$ cat src/rtl/aig_mix_in_packer_if.sv
// Handshake bundle between the inbound word stream, the packer and the mix-stage operand bus.
// The packer uses the slave view; the word source / vector sink uses the master view.
interface aig_mix_in_packer_if #(
    parameter int WORD_W = 16,
    parameter int VEC_W  = 112,
    parameter int CNT_W  = 16
);
    logic              s_valid;
    logic              s_ready;
    logic [WORD_W-1:0] s_data;
    logic              s_last;
    logic              m_valid;
    logic              m_ready;
    logic [VEC_W-1:0]  m_data;
    logic              m_short;
    logic              m_nolast;
    logic [CNT_W-1:0]  frame_cnt;

    modport slave (
        input  s_valid, s_data, s_last, m_ready,
        output s_ready, m_valid, m_data, m_short, m_nolast, frame_cnt
    );

    modport master (
        output s_valid, s_data, s_last, m_ready,
        input  s_ready, m_valid, m_data, m_short, m_nolast, frame_cnt
    );
endinterface

$ cat src/rtl/aig_mix_in_packer.sv
// Packs a stream of WORD_W words into one VEC_W operand, word 0 in the LSBs, and holds it
// steady on a registered output until the mix stage takes it. Flags short/unterminated frames.
module aig_mix_in_packer #(
    parameter int WORD_W = 16,
    parameter int VEC_W  = 112,
    parameter int CNT_W  = 16
) (
    input  logic               clk,
    input  logic               rst_n,
    aig_mix_in_packer_if.slave bus
);
    localparam int NWORDS = VEC_W / WORD_W;
    localparam int IDX_W  = (NWORDS > 1) ? $clog2(NWORDS) : 1;
    localparam logic [IDX_W-1:0] LAST_IDX = IDX_W'(NWORDS - 1);

    typedef enum logic {FILL, HOLD} state_t;

    state_t            r_state, w_state_nxt;
    logic [VEC_W-1:0]  r_data, w_data_nxt, w_base;
    logic [IDX_W-1:0]  r_idx, w_idx_nxt, w_widx;
    logic              r_short, w_short_nxt;
    logic              r_nolast, w_nolast_nxt;
    logic [CNT_W-1:0]  r_cnt, w_cnt_nxt;
    logic              w_s_ready, w_acc, w_hs, w_term;

    // In HOLD a word can only enter in the same cycle the held vector leaves.
    assign w_s_ready = (r_state == FILL) || bus.m_ready;
    assign w_acc     = bus.s_valid && w_s_ready;
    assign w_hs      = (r_state == HOLD) && bus.m_ready;

    always_comb begin
        w_state_nxt  = r_state;
        w_data_nxt   = r_data;
        w_idx_nxt    = r_idx;
        w_short_nxt  = r_short;
        w_nolast_nxt = r_nolast;
        w_cnt_nxt    = r_cnt;
        w_widx       = r_idx;
        w_base       = r_data;
        w_term       = 1'b0;

        if (w_hs) begin
            w_state_nxt  = FILL;
            w_data_nxt   = '0;
            w_idx_nxt    = '0;
            w_short_nxt  = 1'b0;
            w_nolast_nxt = 1'b0;
            w_widx       = '0;
            w_base       = '0;
            if (r_cnt != '1) w_cnt_nxt = r_cnt + CNT_W'(1);
        end

        // A word accepted during handoff lands on a cleared vector as word 0.
        if (w_acc) begin
            w_data_nxt = w_base;
            for (int k = 0; k < NWORDS; k++) begin
                if (w_widx == IDX_W'(k)) w_data_nxt[k*WORD_W +: WORD_W] = bus.s_data;
            end
            w_term = bus.s_last || (w_widx == LAST_IDX);
            if (w_term) begin
                w_state_nxt  = HOLD;
                w_idx_nxt    = '0;
                w_short_nxt  = bus.s_last && (w_widx != LAST_IDX);
                w_nolast_nxt = !bus.s_last && (w_widx == LAST_IDX);
            end else begin
                w_state_nxt  = FILL;
                w_idx_nxt    = w_widx + IDX_W'(1);
                w_short_nxt  = 1'b0;
                w_nolast_nxt = 1'b0;
            end
        end
    end

    always_ff @(posedge clk or negedge rst_n) begin
        if (!rst_n) begin
            r_state  <= FILL;
            r_data   <= '0;
            r_idx    <= '0;
            r_short  <= 1'b0;
            r_nolast <= 1'b0;
            r_cnt    <= '0;
        end else begin
            r_state  <= w_state_nxt;
            r_data   <= w_data_nxt;
            r_idx    <= w_idx_nxt;
            r_short  <= w_short_nxt;
            r_nolast <= w_nolast_nxt;
            r_cnt    <= w_cnt_nxt;
        end
    end

    assign bus.s_ready   = w_s_ready;
    assign bus.m_valid   = (r_state == HOLD);
    assign bus.m_data    = r_data;
    assign bus.m_short   = r_short;
    assign bus.m_nolast  = r_nolast;
    assign bus.frame_cnt = r_cnt;
endmodule

$ cat src/flat_wrapper.sv
// flat-port wrapper written by rule: the top's interface ports become plain ports
module aig_mix_in_packer_flat 
#(
    parameter int WORD_W = 16,
    parameter int VEC_W  = 112,
    parameter int CNT_W  = 16
)
  (clk, rst_n, bus_s_valid, bus_s_data, bus_s_last, bus_m_ready, bus_s_ready, bus_m_valid, bus_m_data, bus_m_short, bus_m_nolast, bus_frame_cnt);
  aig_mix_in_packer_if #(.WORD_W(WORD_W), .VEC_W(VEC_W), .CNT_W(CNT_W)) bus_i ();
  input  logic clk;
  input  logic rst_n;
  input wire logic [$bits(bus_i.s_valid)-1:0] bus_s_valid;
  input wire logic [$bits(bus_i.s_data)-1:0] bus_s_data;
  input wire logic [$bits(bus_i.s_last)-1:0] bus_s_last;
  input wire logic [$bits(bus_i.m_ready)-1:0] bus_m_ready;
  output wire logic [$bits(bus_i.s_ready)-1:0] bus_s_ready;
  output wire logic [$bits(bus_i.m_valid)-1:0] bus_m_valid;
  output wire logic [$bits(bus_i.m_data)-1:0] bus_m_data;
  output wire logic [$bits(bus_i.m_short)-1:0] bus_m_short;
  output wire logic [$bits(bus_i.m_nolast)-1:0] bus_m_nolast;
  output wire logic [$bits(bus_i.frame_cnt)-1:0] bus_frame_cnt;
  assign bus_i.s_valid = bus_s_valid;
  assign bus_i.s_data = bus_s_data;
  assign bus_i.s_last = bus_s_last;
  assign bus_i.m_ready = bus_m_ready;
  assign bus_s_ready = bus_i.s_ready;
  assign bus_m_valid = bus_i.m_valid;
  assign bus_m_data = bus_i.m_data;
  assign bus_m_short = bus_i.m_short;
  assign bus_m_nolast = bus_i.m_nolast;
  assign bus_frame_cnt = bus_i.frame_cnt;
  aig_mix_in_packer #(.WORD_W(WORD_W), .VEC_W(VEC_W), .CNT_W(CNT_W)) u_core (.clk(clk), .rst_n(rst_n), .bus(bus_i));
endmodule
$ cat config.mk
export PLATFORM = sky130hd
export DESIGN_NAME = aig_mix_in_packer_flat
export DESIGN_NICKNAME = d
export VERILOG_FILES = /design/src/rtl/aig_mix_in_packer_if.sv /design/src/rtl/aig_mix_in_packer.sv /design/src/flat_wrapper.sv
export SDC_FILE = /design/constraint.sdc
export NUM_CORES = 1
export LEC_CHECK = 0
export CAP_MARGIN = 25
export CELL_PAD_IN_SITES_DETAIL_PLACEMENT = 0
export CELL_PAD_IN_SITES_GLOBAL_PLACEMENT = 1
export CORE_ASPECT_RATIO = 1.4
export CORE_UTILIZATION = 39
export CTS_BUF_LIST = sky130_fd_sc_hd__clkbuf_8 sky130_fd_sc_hd__clkbuf_16
export CTS_CLUSTER_DIAMETER = 120
export DETAILED_ROUTE_END_ITERATION = 7
export GPL_ROUTABILITY_DRIVEN = 0
export HOLD_SLACK_MARGIN = 0.02
export PLACE_DENSITY_LB_ADDON = 0.1
export SYNTH_ARGS = -nofsm -noshare
export SYNTH_HDL_FRONTEND = slang
export SYNTH_SLANG_ARGS = --single-unit
$ cat constraint.sdc
create_clock -name clk -period 4.4 [get_ports clk]
set_input_delay 1.32 -clock clk [delete_from_list [all_inputs] [get_ports clk]]
set_output_delay 1.32 -clock clk [all_outputs]
set_load 0.03 [all_outputs]
==> impl_metrics.env, run 1 <==
export IMPL_status="finished, final reports clean"
export IMPL_synth_adder_area_share=0.0111
export IMPL_cp_top_family="buffers and inverters"
export IMPL_synth_compound_area_share=0.111
export IMPL_critPathMaxFanout=2
export IMPL_drive_gt1_frac=0.0721
export IMPL_grt_overflow=0
export IMPL_syn_area_um2=5650
export IMPL_cp_start_kind="primary input"
export IMPL_tightest_slew_ns=0.939
export IMPL_syn_inst=611
export IMPL_drtAntennaViolNets=0
export IMPL_syn_num_nets=637
export IMPL_routed_wl_mm=16.6
export IMPL_cts_sinks=134
export IMPL_synth_xor_area_frac=0.0109
export IMPL_setup_viol=0
export IMPL_max_freq_mhz=255
export IMPL_rows=51
export IMPL_cts_tree="built"
export IMPL_grt_pass1_vias=4599
export IMPL_grtUsageTotal=0.230
export IMPL_cts_made_buffers=17
export IMPL_timing_rr_end="u_core.bus.frame_cnt[1]"
export IMPL_report_final_hold_viol_count=0
export IMPL_vias_per_cell=4.96
export IMPL_die_h_um=144
export IMPL_core_um2=14000
export IMPL_holdBufCountCts=0
export IMPL_grt_pass1_wl_mm=25.9
export IMPL_areaGrowthSynthToFinish_pct=40.3
export IMPL_cp_required_ns=3.08
export IMPL_ios=153
export IMPL_rr_startpoint="u_core.bus.m_valid"
export IMPL_drc=0
export IMPL_crit_type="in2out"
export IMPL_crit_slowest_cell="clkdlybuf4s50_1"
export IMPL_path_buf_inv=2
export IMPL_ys_warn_count=0
export IMPL_holdPathStages=2
export IMPL_crit_chain="clkdlybuf4s50_1, nand2b_1, clkdlybuf4s50_1"
export IMPL_fin_skew_ns=0.00947
export IMPL_nets=777
export IMPL_cp_arrival_ns=2.60
export IMPL_clk_pin_slew_ns=0.05
export IMPL_cts_max_path_buffers=2
export IMPL_layout_min_cycle_time_ns=3.92
export IMPL_rsz0062_at_grt="no"
export IMPL_htreeDepth=4
export IMPL_rrSetupSlack_ns=2.05
export IMPL_io_buffers=152
export IMPL_final_setup_tns_ns=0
export IMPL_min_to="u_core.bus.m_data[50]"
export IMPL_antenna_found_initial=0
export IMPL_min_delay_start="u_core.bus.m_data[50]"
export IMPL_endpoint_kind="output port"
export IMPL_grt_max_degree=92
export IMPL_postCtsResizedCells=0
export IMPL_insertion_delay_ns=0.41
export IMPL_die_x_um=104
export IMPL_root_buffer="clkbuf_16"
export IMPL_crit_path_frequent_cell="clkdlybuf4s50_1"
export IMPL_firstDrtPassIters=4
export IMPL_dieArea_um2=15000
export IMPL_hp_class="reg2reg"
export IMPL_synth_area_mux_share=0.00841
export IMPL_ir_drop_mv=0.249
export IMPL_cts_setup_buffers=0
export IMPL_p_leak_nw=3.48
export IMPL_finalPower_mw=3.98
export IMPL_drtIter0Drc=245
export IMPL_start_util=0.402
export IMPL_cpPeakStageDelay_ns=0.68
export IMPL_vias=4704
export IMPL_synth_cell_types=41
export IMPL_dpl_hpwl_mm=10.9
export IMPL_rr_worst_depth=4
export IMPL_ys_seq_area_frac=0.593
export IMPL_synth_top_family_by_area="simple AND/OR/NAND/NOR gates"
export IMPL_post_drt_wl_per_cell_um=17.5
export IMPL_synthSimpleGateAreaFrac=0.227
export IMPL_avgSynthCellArea_um2=9.25
export IMPL_maxCapViolations=0
export IMPL_finalCritPeriodShare=0.892
export IMPL_power_density_nw_per_um2=502
export IMPL_diodes=0
export IMPL_relSlewSlack=0.374
export IMPL_slew_violations=0
export IMPL_synth_seq_cells=134
-- placed cells by master, fill, tap and decap left out, drive strengths merged, types with 3 or more instances in the layout --
cell type	instances
o21ai	102
clkinv	3
clkinvlp	3
inv	11
mux2	3
clkdlybuf4s50	151
nand2	235
ha	5
and3	5
and4b	3
a31oi	5
nand4	6
a21oi	4
nor3	6
nor4	4
o22ai	3
dfrtp	134
clkbuf	19
buf	11
nand3	21
bufinv	3
nor2	5
xor2	5
-- worst min-delay path: cells and delay by family, from the launching register on --
family	cells	cell delay, ns
flops	1	0.33
simple gates	2	0.14
-- stage by stage --
stage / setup WS [ns] / std cells / util / hold slack (ns) / cell area, um^2
global placement: 0.489 / 917 / 0.521 / 0.475 / 7320
global route: 0.453 / 948 / 0.565 / 0.534 / 7930
floorplan: 1.45 / 611 / - / 0.458 / 5650
detailed placement: 0.486 / 917 / 0.521 / 0.486 / 7320
CTS: 0.475 / 948 / 0.565 / 0.498 / 7930
finish: 0.476 / 948 / 0.565 / 0.503 / 7930
-- Yosys cell counts, drive strengths merged --
cell type / number / area, um^2
and4: 2 / 17.5
nand3: 21 / 105
xnor2: 2 / 17.5
and4b: 3 / 30.0
clkbuf: 22 / 87.6
nor2b: 2 / 15.0
nand4: 6 / 80.1
o211ai: 1 / 7.51
nor4: 4 / 46.3
ha: 5 / 62.6
buf: 19 / 97.6
o21ai: 102 / 510
mux2i: 1 / 10.0
nor4b: 1 / 8.76
a21oi: 4 / 20.0
dfrtp: 134 / 3350
nor2: 5 / 21.3
o2111ai: 1 / 8.76
a211oi: 1 / 7.51
a22oi: 1 / 7.51
nor3: 6 / 30.0
mux2: 3 / 37.5
xor2: 5 / 43.8
o311ai: 1 / 8.76
and2: 1 / 7.51
a31oi: 5 / 31.3
a41oi: 1 / 8.76
and3: 5 / 31.3
nand2b: 1 / 6.26
inv: 8 / 30.0
o22ai: 3 / 18.8
nand2: 235 / 882
-- kinds of logic after synthesis --
logic type | after synthesis
compound gates | 120
xor+xnor | 7
fa+ha+maj | 5
buf+inv | 49
flops | 134
mux | 4
simple gates | 292
-- worst max path at each step --
stage / slack, ns / end / from / depth (start not counted)
finish: 0.48 / bus_s_ready / bus_m_ready / 3
global route: 0.45 / bus_s_ready / bus_m_ready / 3
global placement: 0.49 / bus_s_ready / bus_m_ready / 3
detailed placement: 0.49 / bus_s_ready / bus_m_ready / 3
floorplan: 1.45 / bus_s_ready / bus_m_ready / 2
CTS: 0.48 / bus_s_ready / bus_m_ready / 3
-- sequential cells by signal, summed over array words and instances (netlist names) --
name	count
u_core.bus.frame_cnt	16
u_core.bus.m_data	112
u_core.bus.m_nolast	1
u_core.bus.m_short	1
u_core.bus.m_valid	1
u_core.r_idx	3
-- power by group --
part	leakage [nW]	total (mW)	switching, mW	internal (mW)
clock network	0.293	1.45	0.530	0.918
logic	1.38	1.00	0.618	0.382
registers	1.81	1.53	0.136	1.40
total	3.48	3.98	1.28	2.69
-- metal layers --
layer,vias to the layer above,share of wire,track usage
met5,-,0,0
met4,0,0.0059,0.0744
met3,9,0.058,0.0595
met2,135,0.52,0.394
met1,2260,0.42,0.284
li1,2300,-,-
-- area by class of cell --
type,count,area [um^2]
clock buffer,19,453
fill,1281,6110
tap,185,231
sequential,134,3350
inverter,8,30.0
clock inverter,12,153
timing repair buffer,162,1610
multi-input combinational,428,2090
Note: power is estimated with default switching activity, not from simulation.
==> inputs of run 2 (changes only) <==
--- a/config.mk
+++ b/config.mk
@@ -13,7 +13,6 @@
 export CTS_BUF_LIST = sky130_fd_sc_hd__clkbuf_8 sky130_fd_sc_hd__clkbuf_16
 export CTS_CLUSTER_DIAMETER = 120
 export DETAILED_ROUTE_END_ITERATION = 7
-export GPL_ROUTABILITY_DRIVEN = 0
 export HOLD_SLACK_MARGIN = 0.02
 export PLACE_DENSITY_LB_ADDON = 0.1
 export SYNTH_ARGS = -nofsm -noshare
==> results of run 2 <==
The final DEF is identical to that of run 1; final timing and power are the same.
